### src/rtl/dm_ctrl.sv
// Data-memory access controller: serialises one core load/store at a time onto
// the data-memory port and returns a registered response with per-type counters.
module dm_ctrl #(
  parameter int unsigned RD_WAIT = 1
) (
  input  logic        clk,
  input  logic        rst_f,
  input  logic        req_valid,
  output logic        req_ready,
  input  logic        req_we,
  input  logic [15:0] req_addr,
  input  logic [31:0] req_wdata,
  output logic        rsp_valid,
  input  logic        rsp_ready,
  output logic [31:0] rsp_rdata,
  output logic [15:0] dm_read_addr,
  output logic [15:0] dm_write_addr,
  output logic [31:0] dm_write_data,
  output logic        dm_we,
  input  logic [31:0] dm_read_data,
  output logic [15:0] n_loads,
  output logic [15:0] n_stores
);

  localparam logic [2:0] ST_IDLE    = 3'd0;
  localparam logic [2:0] ST_RD_WAIT = 3'd1;
  localparam logic [2:0] ST_WR_HI   = 3'd2;
  localparam logic [2:0] ST_WR_LO   = 3'd3;
  localparam logic [2:0] ST_RESP    = 3'd4;

  logic [2:0]  state;
  logic [3:0]  wait_cnt;
  logic        resp_is_load;
  logic [15:0] load_cnt;
  logic [15:0] store_cnt;

  // Gated by rst_f so the core sees "not ready" for the whole reset window.
  assign req_ready = (state == ST_IDLE) && rst_f;
  assign n_loads   = load_cnt;
  assign n_stores  = store_cnt;

  always_ff @(posedge clk or negedge rst_f) begin
    if (!rst_f) begin
      state         <= ST_IDLE;
      wait_cnt      <= '0;
      resp_is_load  <= 1'b0;
      rsp_valid     <= 1'b0;
      rsp_rdata     <= '0;
      dm_read_addr  <= '0;
      dm_write_addr <= '0;
      dm_write_data <= '0;
      dm_we         <= 1'b0;
      load_cnt      <= '0;
      store_cnt     <= '0;
    end else begin
      case (state)
        ST_IDLE: begin
          if (req_valid) begin
            resp_is_load <= !req_we;
            if (req_we) begin
              dm_write_addr <= req_addr;
              dm_write_data <= req_wdata;
              state         <= ST_WR_HI;
            end else begin
              dm_read_addr <= req_addr;
              wait_cnt     <= 4'(RD_WAIT);
              state        <= ST_RD_WAIT;
            end
          end
        end
        ST_RD_WAIT: begin
          if (wait_cnt == 4'd1) begin
            rsp_rdata <= dm_read_data;
            rsp_valid <= 1'b1;
            wait_cnt  <= '0;
            state     <= ST_RESP;
          end else begin
            wait_cnt <= wait_cnt - 4'd1;
          end
        end
        ST_WR_HI: begin
          dm_we <= 1'b1;
          state <= ST_WR_LO;
        end
        ST_WR_LO: begin
          // Falling dm_we here is the memory's write-commit strobe.
          dm_we     <= 1'b0;
          rsp_rdata <= '0;
          rsp_valid <= 1'b1;
          state     <= ST_RESP;
        end
        ST_RESP: begin
          if (rsp_ready) begin
            rsp_valid <= 1'b0;
            state     <= ST_IDLE;
            if (resp_is_load) load_cnt  <= load_cnt + 16'd1;
            else              store_cnt <= store_cnt + 16'd1;
          end
        end
        default: state <= ST_IDLE;
      endcase
    end
  end

endmodule

### config.mk
export PLATFORM = sky130hd
export DESIGN_NAME = dm_ctrl
export DESIGN_NICKNAME = d
export VERILOG_FILES = /design/src/rtl/dm_ctrl.sv
export SDC_FILE = /design/constraint.sdc
export NUM_CORES = 1
export LEC_CHECK = 0
export CAP_MARGIN = 20
export CORE_MARGIN = 2
export CORE_UTILIZATION = 35
export DETAILED_ROUTE_END_ITERATION = 10
export GPL_TIMING_DRIVEN = 0
export PLACE_DENSITY = 0.69
export SLEW_MARGIN = 20
export SYNTH_ARGS = -nofsm -noshare
export SYNTH_HDL_FRONTEND = slang
export SYNTH_SLANG_ARGS = --single-unit
### constraint.sdc
create_clock -name clk -period 1.85 [get_ports clk]
set_input_delay 0.2775 -clock clk [delete_from_list [all_inputs] [get_ports clk]]
set_output_delay 0.2775 -clock clk [all_outputs]
set_load 0.01 [all_outputs]
Word level (Yosys, flattened, before mapping):

Index checks and enable logic that the tools add are counted.

* RAM bits: 0
* register bits after elaboration: 138
* ROM bits: 0
* output and inout bits: 131
* bits of input ports: 85
* memories kept: 0
* bits in latches: 0

* multiplexer cells: 15
* reduce and logical (&&, ||, !) cells: 16
* add/subtract/negate cells: 3
* div/mod/pow operators: 0
* shift operators: 0
* $lt $le $gt $ge: 0
* multiply operators: 0
* bitwise gates (word level): 2
* equality and inequality tests: 9

Operators with widths (count)
* 32-bit one-hot mux with 2 select lines: 1
* 16-bit by 1-bit adder with 16-bit output (second input constant): 2
* 32-bit two-way mux: 1
* 3-bit AND reduction: 7
* 3-bit one-hot mux with 5 select lines: 1
* 4-bit two-way mux: 3
* 3-bit two-way mux: 3
* 2-bit inequality test (second input constant): 4
* 4-bit one-hot mux with 2 select lines: 1
* 3-bit by 2-bit == test with 1-bit output (second input constant): 2
* 2-bit nonzero test: 3
* 4-bit by 1-bit == test with 1-bit output (second input constant): 1
* 2-bit AND reduction: 2
* 4-bit by 1-bit subtractor with 4-bit output (second input constant): 1
* 3-bit by 1-bit == test with 1-bit output (second input constant): 1
* 3-bit == test (second input constant): 1
* 3-bit logical NOT: 1
* 1-bit one-hot mux with 3 select lines: 1
* 3-bit nonzero test: 1
* 1-bit two-way mux: 2
* 2-bit two-way mux: 1
* 1-bit NOT: 2
* 1-bit one-hot mux with 2 select lines: 1
* 1-bit logical AND: 1
* 1-bit logical NOT: 1

Depth between registers and ports, before layout:

Gate-level depths: netlist of the first run.

* depth after elaboration: 3
* gate-level depth with buffers: 7
* mapped depth without buffers: 6

Least setup slack after synthesis of the first run:

OpenSTA, ideal clock, no wires.

* path kind: flip-flop to flip-flop
* from: register state[0]
* to: register dm_read_addr[10]
* library setup time: 125 ps
* period minus slack after synthesis: 1766 ps
* arrival: 1641 ps
* cell stages (with the launch flop): 7
* required time: 1725 ps
* setup slack: 84 ps
* cells stage by stage: dfrtp_1 > buf_2 > nor3_1 > nand2_1 > nor2_2 > buf_6 > mux2_2

* cells in the longest elaborated chain, start to end: 2

RTL lines
* start, declared: RTL line 31 `logic [2:0] state;`
* start signal, assigned: RTL line 44 `state <= ST_IDLE;`
* start signal, assigned: RTL line 63 `state <= ST_WR_HI;`
* start signal, assigned: RTL line 67 `state <= ST_RD_WAIT;`
* 3-bit logical NOT: RTL line 56 `case (state)`
* 3-bit AND reduction (no source line)
* end signal, assigned: RTL line 65 `dm_read_addr <= req_addr;`
* end, declared: RTL line 16 `output logic [15:0] dm_read_addr,`

Every way passes these cells.
A chain may end at the register's enable or synchronous reset.

Final worst setup path of the first run:

* from: register wait_cnt[1]
* to: register rsp_rdata[23]

* cells in the longest elaborated chain, start to end: 3

RTL lines
* start, declared: RTL line 32 `logic [3:0] wait_cnt;`
* start signal, assigned: RTL line 66 `wait_cnt <= 4'(RD_WAIT);`
* start signal, assigned: RTL line 78 `wait_cnt <= wait_cnt - 4'd1;`
* 4-bit by 1-bit == test with 1-bit output: RTL line 72 `if (wait_cnt == 4'd1) begin`
* 2-bit inequality test (no source line)
* 2-bit AND reduction (no source line)
* end signal, assigned: RTL line 73 `rsp_rdata <= dm_read_data;`
* end, declared: RTL line 15 `output logic [31:0] rsp_rdata,`

Every way passes these cells.

==> results of run 1 <==
==> critical path, delay by kind of cell, from the launching register on <==
kind | cells | cell delay (ns)
simple gates | 2 | 0.36
compound gates | 2 | 0.42
fa+ha+maj | 1 | 0.17
flops | 1 | 0.41
buf+inv | 2 | 0.29
==> final cells by class <==
cell class              count  area (µm²)
flip-flops and latches    138        3455
clock inverters             6       133.9
multi-input cells         230        1956
repair buffers            219        2207
well taps                 211       264.0
plain buffers              16       115.1
clock buffers              26       499.2
inverters                   6       22.52
fillers                  1297        6606
==> state kept, by name (all words and copies together) (netlist names), 3 cells and up <==
| name | cells |
|---|---|
| n_loads | 16 |
| dm_read_addr | 16 |
| dm_write_data | 32 |
| state | 3 |
| n_stores | 16 |
| rsp_rdata | 32 |
| wait_cnt | 4 |
| dm_write_addr | 16 |
==> cells in the mapped netlist, types with 2 or more instances <==
| cell | n | area (µm²) |
|---|---|---|
| inv_1 | 6 | 22.52 |
| nand2_1 | 20 | 75.07 |
| nor2b_1 | 2 | 12.51 |
| dfrtp_1 | 138 | 3453 |
| buf_2 | 12 | 60.06 |
| a22o_1 | 33 | 289.0 |
| and4_1 | 3 | 26.28 |
| nor2_1 | 11 | 41.29 |
| nor3_1 | 14 | 70.07 |
| nand4_1 | 7 | 43.79 |
| ha_1 | 4 | 50.05 |
| o31ai_1 | 2 | 15.01 |
| and3_1 | 2 | 12.51 |
| nand3_1 | 12 | 60.06 |
| mux2_2 | 65 | 732.0 |
| xnor2_1 | 16 | 140.1 |
| nor3b_1 | 2 | 15.01 |
| xor2_1 | 15 | 131.4 |
| a21oi_1 | 3 | 15.01 |
| buf_6 | 3 | 33.78 |
| o21ai_0 | 4 | 20.02 |
==> repair_timing <==
item,in CTS,in global routing
pin swaps,2,3
gates resized for setup,11,17
cloned,0,0
setup buffers,1,2
endpoints found under the hold margin,68,68
endpoints found under the setup margin,68,54
==> where the power goes <==
part / total (mW) / internal (mW) / switching (mW)
clock network: 3.62 / 2.40 / 1.22
registers: 4.85 / 4.16 / 0.691
logic: 5.32 / 3.22 / 2.10
total: 13.8 / 9.78 / 4.01
==> cell families after synthesis <==
family / synth area share
XOR/XNOR: 0.04958
flip-flops: 0.6306
buffers and inverters: 0.02193
multiplexers: 0.1337
adder cells (fa/ha/maj): 0.009139
AND/OR/NAND/NOR: 0.08751
AO/OA/AOI/OAI: 0.06763
==> final timing paths <==
kind | start | endpoint | slack (ns) | depth (start not counted)
max | wait_cnt[1] | rsp_rdata[23] | 0.09 | 7
min | rst_f | n_loads[15] | -0.24 | 1
max reg2reg | wait_cnt[1] | rsp_rdata[23] | 0.09 | 7
min reg2reg | n_loads[15] | n_loads[15] | 0.46 | 1
max in group asynchronous | rst_f | dm_read_addr[12] | 1.42 | 2
min in group clk | n_loads[15] | n_loads[15] | 0.46 | 1
==> metal layers <==
layer,global-route usage,up-vias,part of all wire
met4,0.06841,0,0.016
met1,0.2053,2048,0.41
li1,-,1880,-
met5,0,-,0
met2,0.2786,138,0.51
met3,0.05656,18,0.065
==> results.sh, run 1 <==
export IMPL_maxCapViolCount=0
export IMPL_skew_ns=0.008769
export IMPL_cp_required_ns=2.14
export IMPL_cts_buffers=17
export IMPL_final_nets=717
export IMPL_cp_slowest_stage_delay_ns=0.41
export IMPL_max_freq_mhz=567.4
export IMPL_antenna_diode_count=0
export IMPL_via_per_inst=4.793
export IMPL_timing_final_max_slew_violations=0
export IMPL_worstPathArrival_ns=2.06
export IMPL_holdCritPathClass="input port to asynchronous set/reset pin"
export IMPL_cts_sinks=138
export IMPL_fin_cells=852
export IMPL_finalWirelength_um=13810
export IMPL_placed_cell_area_mm2=0.007925
export IMPL_violations="hold timing"
export IMPL_setup_violations_final=0
export IMPL_syn_area_mm2=0.005477
export IMPL_die_w_um=129.1
export IMPL_post_route_util=0.5670
export IMPL_grt_pass1_vias=4279
export IMPL_start_util=0.3589
export IMPL_dp_cells=817
export IMPL_ys_warnings_count=0
export IMPL_hold_viol_final=68
export IMPL_num_vias=4084
export IMPL_fin_area_mm2=0.008652
export IMPL_yosys_most_used_dff="dfrtp_1"
export IMPL_p_per_area_mw_per_mm2=1594
export IMPL_grt_pass1_wl_um=21890
export IMPL_final_cell_mix="clkdlybuf4s50_1 (213), dfrtp_1 (137), mux2_2 (65), a22o_1 (33), nand2_1 (19)"
export IMPL_clk_pin_slew_worst_paths_ns=0.06
export IMPL_cp_max_fo=10
export IMPL_total_power_mw=13.79
export IMPL_outcome="finished, violations left"
export IMPL_peakVddDrop_v=0.0008892
export IMPL_place_gp_congestion=0.7759
export IMPL_cts_tree="done"
export IMPL_end_kind="flip-flop"
export IMPL_post_drt_wl_per_cell_um=16.21
export IMPL_place_ws_ns=-0.3287
export IMPL_grt_ovfl_total=0
export IMPL_grt_usage=0.1690
export IMPL_clockRootBuffer="clkbuf_16"
export IMPL_synth_distinct_cells=37
export IMPL_drive_gt1_frac=0.1950
export IMPL_yosysSeqAreaShare=0.6306
export IMPL_synth_nets=479
export IMPL_synth_enable_flop_cells=0
export IMPL_fin_ws_ns=0.08766
export IMPL_ys_ff_latch=138
export IMPL_drc=0
export IMPL_h_tree_depth=4
export IMPL_die_area_mm2=0.01666
export IMPL_core_mm2=0.01526
export IMPL_syn2layout_area_growth_pct=57.98
export IMPL_leakage_nw=3.755
export IMPL_finalCritPeriodShare=0.9526
export IMPL_core_rowCount=45
export IMPL_grt_max_degree=72
export IMPL_tns_ns=0
export IMPL_synthCells=390
export IMPL_dp_hpwl_um=10070
export IMPL_slowest_stage="dfrtp_1"
export IMPL_critPathKind="flip-flop to flip-flop"
export IMPL_final_common_cell="clkdlybuf4s50_1"
export IMPL_antenna_found_initial=0
export IMPL_avgSynthCellArea_um2=14.04
export IMPL_drtIter0Drc=170
export IMPL_first_pass_iters=4
export IMPL_path_cells="inv_1, ha_1, nor3b_4, o21a_1, nand2_2, buf_4, a22o_1"
export IMPL_cp_start_kind="flip-flop"
export IMPL_clock_path_buffers=2
export IMPL_holdWs_ns=-0.2393
export IMPL_max_slew_margin=0.7378
export IMPL_port_buffers=215
export IMPL_min_period_ns=1.762
export IMPL_insertion_delay_ns=0.41
export IMPL_worst_slew_pin_slew_ns=0.3933
export IMPL_synth_async_reset_ratio=1.000
export IMPL_dieHeight_um=129.1
export IMPL_pin_count=216
export IMPL_ant_nets=0
Note: power is estimated with default switching activity, not from simulation.
==> run 2: changes to the inputs <==
- CTS_CLUSTER_SIZE: unset -> 28
- SKIP_LAST_GASP: unset -> 1
==> results.sh, run 2 (synthesis results as in run 1) <==
export IMPL_die_w_um=129.1
export IMPL_final_nets=717
export IMPL_skew_ns=0.009903
export IMPL_drive_gt1_frac=0.1950
export IMPL_first_pass_iters=4
export IMPL_port_buffers=215
export IMPL_via_per_inst=4.778
export IMPL_timing_final_max_slew_violations=0
export IMPL_clock_path_buffers=2
export IMPL_peakVddDrop_v=0.0008889
export IMPL_maxCapViolCount=0
export IMPL_p_per_area_mw_per_mm2=1593
export IMPL_path_cells="buf_2, nor3_4, and2_1, clkbuf_2"
export IMPL_post_drt_wl_per_cell_um=16.22
export IMPL_syn2layout_area_growth_pct=57.92
export IMPL_cp_slowest_stage_delay_ns=0.37
export IMPL_antenna_found_initial=0
export IMPL_die_area_mm2=0.01666
export IMPL_slowest_stage="dfrtp_1"
export IMPL_setup_violations_final=0
export IMPL_cts_buffers=17
export IMPL_final_cell_mix="clkdlybuf4s50_1 (213), dfrtp_1 (138), mux2_2 (65), a22o_1 (33), nand2_1 (19)"
export IMPL_final_common_cell="clkdlybuf4s50_1"
export IMPL_num_vias=4071
export IMPL_grt_ovfl_total=0
export IMPL_dp_hpwl_um=10070
export IMPL_dieHeight_um=129.1
export IMPL_antenna_diode_count=0
export IMPL_place_gp_congestion=0.7759
export IMPL_fin_cells=852
export IMPL_grt_pass1_vias=4274
export IMPL_violations="hold timing"
export IMPL_grt_max_degree=72
export IMPL_drtIter0Drc=183
export IMPL_rsz0062_at_grt="yes"
export IMPL_grt_pass1_wl_um=21900
export IMPL_finalWirelength_um=13820
export IMPL_cts_tree="done"
export IMPL_worst_slew_pin_slew_ns=0.4019
export IMPL_pin_count=216
export IMPL_critPathKind="flip-flop to output pin"
export IMPL_core_mm2=0.01526
export IMPL_end_kind="output pin"
export IMPL_cp_start_kind="flip-flop"
export IMPL_ant_nets=0
export IMPL_worstPathArrival_ns=1.50
export IMPL_max_slew_margin=0.7320
export IMPL_h_tree_depth=4
export IMPL_rrSetupSlack_ns=0.09
export IMPL_outcome="finished, violations left"
export IMPL_max_freq_mhz=561.7
export IMPL_cp_max_fo=10
export IMPL_holdCritPathClass="input port to asynchronous set/reset pin"
export IMPL_cts_sinks=138
export IMPL_dp_cells=817
export IMPL_grt_usage=0.1692
export IMPL_insertion_delay_ns=0.41
export IMPL_clk_pin_slew_worst_paths_ns=0.06
export IMPL_core_rowCount=45
export IMPL_drc=0
export IMPL_finalCritPeriodShare=0.9624
export IMPL_reg_largest_list="dm_write_data (32), rsp_rdata (32)"
export IMPL_holdWs_ns=-0.2499
export IMPL_hold_viol_final=68
export IMPL_leakage_nw=3.753
export IMPL_clockRootBuffer="clkbuf_16"
export IMPL_start_util=0.3589
export IMPL_min_period_ns=1.780
export IMPL_cp_required_ns=1.57
-- run 2: cell types whose count changed in the layout (fill, tap and decap cells not counted), sizes merged --
cell    previous run  this run
buf               21        19
clkbuf            27        29
-- run 2: final cells by class --
| type | count | area (µm²) |
|---|---|---|
| fill | 1293 | 6610 |
| sequential | 138 | 3453 |
| timing repair buffer | 219 | 2207 |
| multi-input combinational | 230 | 1961 |
| clock buffer | 26 | 499.2 |
| tap | 211 | 264.0 |
| clock inverter | 6 | 133.9 |
| buffer | 16 | 107.6 |
| inverter | 6 | 22.52 |
-- run 2: what timing repair did --
| item | 4_1_cts | 5_1_grt |
|---|---|---|
| hold endpoints to repair | 68 | 68 |
| gates resized for setup | 7 | 13 |
| pin swaps | 1 | 0 |
| setup buffers | 1 | 2 |
| cloned | 0 | 0 |
| endpoints found under the setup margin | 68 | 55 |
-- run 2: path summary, 6_finish.rpt --
path                        startpoint            end  depth (start not counted)
setup / recovery              state[0]      req_ready                          4
hold reg to reg            n_loads[15]    n_loads[15]                          1
setup reg to reg           wait_cnt[1]  rsp_rdata[23]                          7
hold / removal                   rst_f    n_loads[15]                          1
min in group clk           n_loads[15]    n_loads[15]                          1
max in group asynchronous        rst_f   resp_is_load                          2
-- run 2: critical path: cells and delay by family, from the launching register on --
kind | cells | cell delay (ns)
buffers and inverters | 2 | 0.34
flip-flops | 1 | 0.37
AND/OR/NAND/NOR | 2 | 0.38
-- run 2: through the flow --
stage	power, mW	setup TNS (ns)	util	area (µm²)	setup slack, ns
after detailed placement	10.09	-10.70	0.5194	7925	-0.3287
after global routing	14.51	-0.04131	0.5668	8648	-0.01939
after CTS	13.85	-0.08124	0.5630	8591	-0.08124
final	13.78	0	0.5668	8648	0.06954
after global placement	9.895	-674.55	0.5173	7893	-4.823
after floorplan	7.121	0	-	5477	0.08368
-- run 2: power by group --
group	internal (mW)	switching (mW)
Sequential	4.16	0.689
Combinational	3.20	2.11
Clock	2.40	1.22
-- run 2: metal layers --
layer / GRT usage / share of wire / up-vias
met2: 0.2782 / 0.51 / 127
met5: 0 / 0 / -
li1: - / - / 1877
met4: 0.06841 / 0.016 / 0
met1: 0.2061 / 0.40 / 2048
met3: 0.05656 / 0.065 / 19
==> run 3: changes to the inputs <==
- SLEW_MARGIN: 20 -> 10
==> results.sh, run 3 (synthesis results as in run 1) <==
export IMPL_rsz0062_at_grt="yes"
export IMPL_start_util=0.3589
export IMPL_p_per_area_mw_per_mm2=1565
export IMPL_cts_buffers=17
export IMPL_slowest_stage="dfrtp_1"
export IMPL_grtUsageMet2=0.2742
export IMPL_cp_max_fo=10
export IMPL_grt_pass1_wl_um=22030
export IMPL_grt_max_degree=72
export IMPL_dieHeight_um=129.1
export IMPL_leakage_nw=3.719
export IMPL_setup_violations_final=0
export IMPL_holdCritPathClass="input port to asynchronous set/reset pin"
export IMPL_clk_pin_slew_worst_paths_ns=0.06
export IMPL_placed_cell_area_mm2=0.007921
export IMPL_drtIter0Drc=186
export IMPL_post_route_util=0.5629
export IMPL_violations="hold timing"
export IMPL_h_tree_depth=4
export IMPL_timing_final_max_slew_violations=0
export IMPL_peakVddDrop_v=0.0009360
export IMPL_clock_path_buffers=2
export IMPL_maxCapViolCount=0
export IMPL_num_vias=4096
export IMPL_ant_nets=0
export IMPL_die_area_mm2=0.01666
export IMPL_grt_use_met3=0.06111
export IMPL_holdWs_ns=-0.2446
export IMPL_path_cells="buf_1, inv_1, nand2_1, buf_2, a22o_1"
export IMPL_critPathKind="flip-flop to flip-flop"
export IMPL_cp_required_ns=2.20
export IMPL_tns_ns=0
export IMPL_grt_ovfl_total=0
export IMPL_max_freq_mhz=561.6
export IMPL_first_pass_iters=4
export IMPL_final_cell_mix="clkdlybuf4s50_1 (213), dfrtp_1 (138), mux2_2 (65), a22o_1 (33), nand2_1 (20)"
export IMPL_fin_area_mm2=0.008588
export IMPL_worst_slew_pin_slew_ns=0.4207
export IMPL_die_w_um=129.1
export IMPL_reg_largest_list="dm_write_data (32), rsp_rdata (32)"
export IMPL_hold_viol_final=68
export IMPL_syn2layout_area_growth_pct=56.82
export IMPL_final_common_cell="clkdlybuf4s50_1"
export IMPL_place_ws_ns=-0.4259
export IMPL_drive_gt1_frac=0.1941
export IMPL_clockRootBuffer="clkbuf_16"
export IMPL_finalCritPeriodShare=0.9625
export IMPL_antenna_found_initial=0
export IMPL_dp_cells=817
export IMPL_grt_pass1_vias=4324
export IMPL_max_slew_margin=0.7195
export IMPL_total_power_mw=13.44
export IMPL_grt_usage=0.1708
export IMPL_core_mm2=0.01526
export IMPL_cp_start_kind="flip-flop"
export IMPL_cts_tree="done"
export IMPL_fin_cells=850
export IMPL_dp_hpwl_um=10090
export IMPL_antenna_diode_count=0
export IMPL_min_period_ns=1.781
export IMPL_fin_ws_ns=0.06931
export IMPL_final_nets=716
export IMPL_grtUsageMet1=0.2098
export IMPL_via_per_inst=4.819
export IMPL_pin_count=216
export IMPL_place_gp_congestion=0.7759
export IMPL_n_fill_cell=1305
export IMPL_outcome="finished, violations left"
export IMPL_skew_ns=0.005559
export IMPL_grt_busiest_layer="met2"
export IMPL_cts_sinks=138
export IMPL_post_drt_wl_per_cell_um=16.32
export IMPL_finalWirelength_um=13870
export IMPL_drc=0
export IMPL_worstPathArrival_ns=2.13
export IMPL_end_kind="flip-flop"
export IMPL_port_buffers=215
export IMPL_cp_slowest_stage_delay_ns=0.55
export IMPL_core_rowCount=45
export IMPL_insertion_delay_ns=0.41
run 3: cell count changes in the layout (fill, tap and decap cells not counted):
cell	before	now
bufinv_16	4	1
clkinvlp_4	0	3
clkinv_4	1	0
buf_4	6	3
clkbuf_8	4	7
nor3_1	11	12
buf_1	0	1
nand2_1	19	20
buf_6	3	4
nand2_2	1	0
buf_2	8	9
nor3_2	2	1
clkbuf_1	6	2
run 3: routing by layer:
metal  routed length (µm)  vias up  part of all wire
li1                     -     1870                 -
met5                    0        -                 0
met3                  964       25             0.070
met1                 5673     2067              0.41
met2                 6938      134              0.50
met4                  293        0             0.021
run 3: worst paths after layout:
path                        startpoint               to  slack, ns  cells after the start
max                           state[2]    rsp_rdata[19]       0.07                      5
max reg2reg                   state[2]    rsp_rdata[19]       0.07                      5
min                              rst_f      n_loads[15]      -0.24                      1
max in group asynchronous        rst_f  dm_read_addr[8]       1.43                      2
min in group clk           n_loads[15]      n_loads[15]       0.47                      1
min reg2reg                n_loads[15]      n_loads[15]       0.47                      1
run 3: repair_timing:
item,4_1_cts,5_1_grt
setup buffers,1,1
pin swaps,1,0
endpoints found under the setup margin,68,53
resized for setup,7,12
endpoints found under the hold margin,68,68
run 3: final cells by class:
class,count,area (µm²),area share
Buffer,16,108.9,0.01267
Multi-Input combinational cell,230,1953,0.2274
Clock buffer,26,529.3,0.06163
Clock inverter,5,57.56,0.006702
Inverter,6,22.52,0.002622
Sequential cell,138,3453,0.4021
Tap cell,211,264.0,0.03074
Timing Repair Buffer,218,2200,0.2561
run 3: power breakdown:
group | internal [mW] | total (mW) | switching [mW]
clock | 2.09 | 3.32 | 1.23
sequential | 4.16 | 4.84 | 0.685
combinational | 3.18 | 5.28 | 2.10
total | 9.43 | 13.4 | 4.02
run 3: worst max-delay path, delay by kind of cell, from the launching register on:
family                 cells  cell delay [ns]
AO/OA/AOI/OAI              1             0.17
buffers and inverters      3             0.80
AND/OR/NAND/NOR            1             0.20
flip-flops                 1             0.55
